**config.mk**
```make
export PLATFORM = sky130hd
export DESIGN_NAME = instr_fetch
export DESIGN_NICKNAME = d
export VERILOG_FILES = /design/src/rtl/instr_fetch.sv
export SDC_FILE = /design/constraint.sdc
export NUM_CORES = 1
export LEC_CHECK = 0
export CAP_MARGIN = 20
export CORE_ASPECT_RATIO = 0.5
export CORE_MARGIN = 2
export CORE_UTILIZATION = 47
export DETAILED_ROUTE_END_ITERATION = 10
export PLACE_DENSITY = 0.8
export SLEW_MARGIN = 10
export SYNTH_ARGS = -nofsm -noshare
export SYNTH_HDL_FRONTEND = slang
export SYNTH_SLANG_ARGS = --single-unit
```
**constraint.sdc**
```tcl
create_clock -name clk -period 2.77 [get_ports clk]
set_input_delay 0.554 -clock clk [delete_from_list [all_inputs] [get_ports clk]]
set_output_delay 0.554 -clock clk [all_outputs]
set_load 0.005 [all_outputs]
```
**src/rtl/instr_fetch.sv**
```systemverilog
// -----------------------------------------------------------------------------
// instr_fetch
//   Single-outstanding instruction fetch unit. Issues one request pulse per
//   fetch, waits for the memory to return a word, and holds that word for the
//   decoder until it is acknowledged. The acknowledgement either advances pc by
//   one word or redirects it to a branch target. A request that goes
//   unanswered for TIMEOUT cycles is reissued to the same address.
//
// Parameters
//   RESET_PC : first fetch address after reset (bits [1:0] forced to 0)
//   TIMEOUT  : WAIT cycles without imem_valid before the request is reissued
//              (legal range 2..255)
//
// Ports
//   clk                 in   clock, all state changes on its rising edge
//   rst                 in   synchronous active-high reset
//   imem_addr           out  fetch address; always equals pc, word aligned
//   imem_req            out  one-cycle request pulse (high only in REQ)
//   imem_data           in   instruction word from memory
//   imem_valid          in   imem_data valid (looked at only in WAIT)
//   instruction         out  instruction word held for the decoder
//   instruction_RDY_BSY out  1 = instruction valid, 0 = busy
//   decode_ack          in   decoder consumed the instruction (used in HOLD)
//   branch_taken        in   redirect, qualified by decode_ack
//   branch_target       in   redirect address
//   fetch_timeout       out  one-cycle pulse when a request times out
//   instr_counter       out  instructions delivered (acked), wraps at 2^32
//   cycle_counter       out  cycles since reset release, wraps at 2^32
// -----------------------------------------------------------------------------
module instr_fetch #(
  parameter logic [31:0] RESET_PC = 32'h0000_0000,
  parameter int          TIMEOUT  = 16
) (
  input  logic        clk,
  input  logic        rst,
  output logic [31:0] imem_addr,
  output logic        imem_req,
  input  logic [31:0] imem_data,
  input  logic        imem_valid,
  output logic [31:0] instruction,
  output logic        instruction_RDY_BSY,
  input  logic        decode_ack,
  input  logic        branch_taken,
  input  logic [31:0] branch_target,
  output logic        fetch_timeout,
  output logic [31:0] instr_counter,
  output logic [31:0] cycle_counter
);

  localparam logic [1:0] S_IDLE = 2'd0;
  localparam logic [1:0] S_REQ  = 2'd1;
  localparam logic [1:0] S_WAIT = 2'd2;
  localparam logic [1:0] S_HOLD = 2'd3;

  localparam logic [31:0] PC_INIT   = RESET_PC & 32'hFFFF_FFFC;
  // Timeout fires on the TIMEOUT-th consecutive empty WAIT cycle, i.e. when
  // the count of already-elapsed empty cycles reaches TIMEOUT-1.
  localparam logic [7:0]  WAIT_LAST = 8'(TIMEOUT - 1);

  logic [1:0]  state;
  logic [31:0] pc;
  logic [7:0]  wait_cnt;

  // pc is itself a register, so the address output stays registered and is
  // equal to pc in every cycle.
  assign imem_addr = pc;

  // NOTE: all state is updated with non-blocking assignments so every register
  // samples the values from before this edge, regardless of statement order.
  always_ff @(posedge clk) begin
    if (rst) begin
      state               <= S_IDLE;
      pc                  <= PC_INIT;
      wait_cnt            <= 8'd0;
      imem_req            <= 1'b0;
      instruction         <= 32'd0;
      instruction_RDY_BSY <= 1'b0;
      fetch_timeout       <= 1'b0;
      instr_counter       <= 32'd0;
      cycle_counter       <= 32'd0;
    end else begin
      cycle_counter <= cycle_counter + 32'd1;
      // Pulses default low; the transitions into REQ raise imem_req so it is
      // high for exactly the one cycle spent in REQ.
      imem_req      <= 1'b0;
      fetch_timeout <= 1'b0;

      case (state)
        S_IDLE: begin
          state    <= S_REQ;
          imem_req <= 1'b1;
        end

        S_REQ: begin
          state <= S_WAIT;
        end

        S_WAIT: begin
          if (imem_valid) begin
            instruction         <= imem_data;
            instruction_RDY_BSY <= 1'b1;
            wait_cnt            <= 8'd0;
            state               <= S_HOLD;
          end else if (wait_cnt == WAIT_LAST) begin
            // Reissue the same address; pc is deliberately left untouched.
            fetch_timeout <= 1'b1;
            imem_req      <= 1'b1;
            wait_cnt      <= 8'd0;
            state         <= S_REQ;
          end else begin
            wait_cnt <= wait_cnt + 8'd1;
          end
        end

        S_HOLD: begin
          if (decode_ack) begin
            instruction_RDY_BSY <= 1'b0;
            instr_counter       <= instr_counter + 32'd1;
            // Natural 32-bit overflow gives the required wrap at the top
            // of the address space.
            pc                  <= branch_taken ? (branch_target & 32'hFFFF_FFFC)
                                                : pc + 32'd4;
            imem_req            <= 1'b1;
            state               <= S_REQ;
          end
        end

        default: begin
          state <= S_IDLE;
        end
      endcase
    end
  end

endmodule
```
==> metrics.yaml, run 1 <==
ctsHoldBuffers: 0
clk_pin_slew_ns: 0.07
end_kind: "register"
insertion_delay_ns: 0.42
max_freq_ghz: 0.416
grt_pass1_wl_mm: 28.4
die_h_um: 87.3
yosysMostFrequentCell: "dfxtp_1"
cts_buffers: 17
synth.distinct_cells: 56
clockBufferDepth: 2
cts_htree_levels: 4
cts_sinks: 139
io_pins: 200
max_stage_delay_ns: 0.71
vias: 6456
grt_pass1_vias: 5881
worstHoldPathType: "register to register"
slew_headroom_pct: 48.9
finClkSkew_ns: 0.0140
critPathLaunchType: "register"
syn_inst: 815
drc: 0
synth_area_leader_cell: "dfxtp_1"
via_per_inst: 5.39
post-cts-setup-buffers: 0
dp_cells: 1165
drt_first_pass_iters: 5
overflow: 0
crit_family: "simple AND/OR/NAND/NOR gates"
outcome: "finished clean"
finalSetupTns_ns: 0
seq_area_frac_synth_pct: 42.6
drv_slew: 0
nets: 1069
synth_common_cells: "dfxtp_1 (139), nand2_1 (124), nor2_1 (89), a21oi_1 (66), clkbuf_1 (41)"
worstPathArrival_ns: 2.69
irDropWorstVdd_mv: 0.447
cts_tree: "done"
drive_gt1_share_pct: 5.77
core-area_um2: 13600
worst-slew-pin-transition_ns: 0.760
synth_edf_count: 0
cp_cell_sequence: "ha_1, nand4_2, or4_4, nor4_2, mux2i_1, o22ai_1"
hold_viol_final: 0
crit_fanout: 12
grt_usage_pct: 23.4
num_rows: 30
ctsResizeCount: 0
io_buffers: 195
crit_buf_inv: 0
required_ns: 3.06
ys_ff_latch: 139
power_density_nw_per_um2: 507
totalWireLength_mm: 17.7
die_area_um2: 14900
synthArstFlopShare_pct: 0
yosys-top-cells-area: "dfxtp_1 (43%), nand2_1 (7.1%), nor2_1 (5.1%)"
netlist_area_um2: 6530
final_area_um2: 9220
diodes: 0
yosys.area.top_type_share_pct: 42.6
rsz0062_at_grt: "false"
setup_viol: 0
ys_warn_count: 0
grt_antenna_before_repair: 0
dpl_cell_area_um2: 8620
worst_path_max_delay_cell: "or4_4"
dp_hpwl_mm: 12.2
min_period_over_period_pct: 86.7
gp_congestion: 0.863
start_util_pct: 48.2
finalNonFillerCells: 1197
grt_max_degree: 71
power.leakage_uw: 0.00317
min_period_ns: 2.40
root_buffer: "clkbuf_16"
wl_per_cell_um: 14.8
drv_cap: 0
drt_iter0_markers: 477
ys.flop_type: "dfxtp_1"
die_w_um: 171
area_growth_pct: 41.3
path_class: "register to register"
antenna_left: 0
synth_area_per_cell_um2: 8.01
==> report_power, final <==
part	internal, µW	leakage, µW	switching [µW]
logic	166	0.00175	129
registers	2020	0.00112	30.7
clock network	1300	0.000296	1030
total	3480	0.00317	1190
==> state kept, by name, indices dropped and copies added, names as in the netlist <==
signal               flops
imem_req                 1
cycle_counter           32
state                    2
instruction_RDY_BSY      1
wait_cnt                 8
imem_addr               30
instruction             32
fetch_timeout            1
instr_counter           32
==> stage by stage <==
stage,setup slack [ns],utilization (%),hold WS [ns],total power [µW]
final,0.368,68.0,0.454,4670
after global routing,0.207,68.0,0.471,4830
after CTS,0.375,68.0,0.455,4720
after detailed placement,0.405,63.6,0.446,2390
after global placement,0.439,63.6,0.442,2390
after floorplan,0.642,-,0.440,2220
==> cell usage in the layout (no fill, tap or decap), drive strengths merged, types with 2 or more instances in the layout <==
cell type and count:
o31ai 5, and4 11, and3 23, a21oi 66, nor4 11, nor2 89
a41oi 2, o211ai 2, clkinv 4, nand3 39, inv 25, clkdlybuf4s50 193
nor4b 3, a22oi 6, or4 7, a211oi 4, and2 12, clkbuf 17
o22ai 5, o21a 2, ha 8, nor2b 6, a311oi 5, nand4 26
nor3 23, o41ai 3, xor2 31, mux2i 9, a221oi 3, a22o 3
nand3b 3, dfxtp 139, a31oi 11, buf 17, conb 2, o21ai 27
xnor2 24, nand2 124, or3 5
==> worst paths after layout <==
check                  from             end  slack [ns]  cells after the start
min reg2reg  instruction[0]  instruction[0]        0.45                      2
min          instruction[0]  instruction[0]        0.45                      2
max            imem_addr[3]   imem_addr[30]        0.37                      6
max reg2reg    imem_addr[3]   imem_addr[30]        0.37                      6
==> tightest hold or removal path: cells and delay by family (launching register included) <==
| kind | cells | cell delay [ns] |
|---|---|---|
| AND/OR/NAND/NOR | 1 | 0.05 |
| AO/OA/AOI/OAI | 1 | 0.05 |
| flip-flops | 1 | 0.31 |
==> routing by layer <==
metal / share of wire (%) / track usage (%) / up-vias
met5: 0 / 0 / -
met4: 1.5 / 7.15 / 0
met3: 5.5 / 5.09 / 24
met2: 47 / 39.2 / 173
met1: 46 / 30.4 / 3045
li1: - / - / 3214
==> cell families (layout without fill, tap and decap cells) <==
kind of cell,Yosys count,in the layout,share of synthesized area [%]
compound gates,150,150,13.8
mux,9,9,1.38
xor+xnor,55,55,7.38
other cells,1,2,0.0575
flops,139,139,42.6
fa+ha+maj,8,8,1.53
buf+inv,68,257,4.20
simple gates,385,385,29.0
==> final cells by class <==
cell class | instances | area [µm²]
clock inverters | 15 | 173
inverters | 15 | 56.3
repair buffers | 210 | 2070
fillers | 1125 | 4330
multi-input cells | 609 | 3470
clock buffers | 17 | 425
well taps | 192 | 240
flip-flops and latches | 139 | 2780
No activity file was read; power rests on OpenSTA's default activity.
==> run 2, diff against run 1 <==
- SLEW_MARGIN: 10 -> 20
==> results of run 2 <==
The final DEF is identical to that of run 1; final timing and power are the same.
==> run 3, diff against run 2 <==
- TNS_END_PERCENT: default -> 30
==> results of run 3 <==
The final DEF is identical to that of run 1; final timing and power are the same.
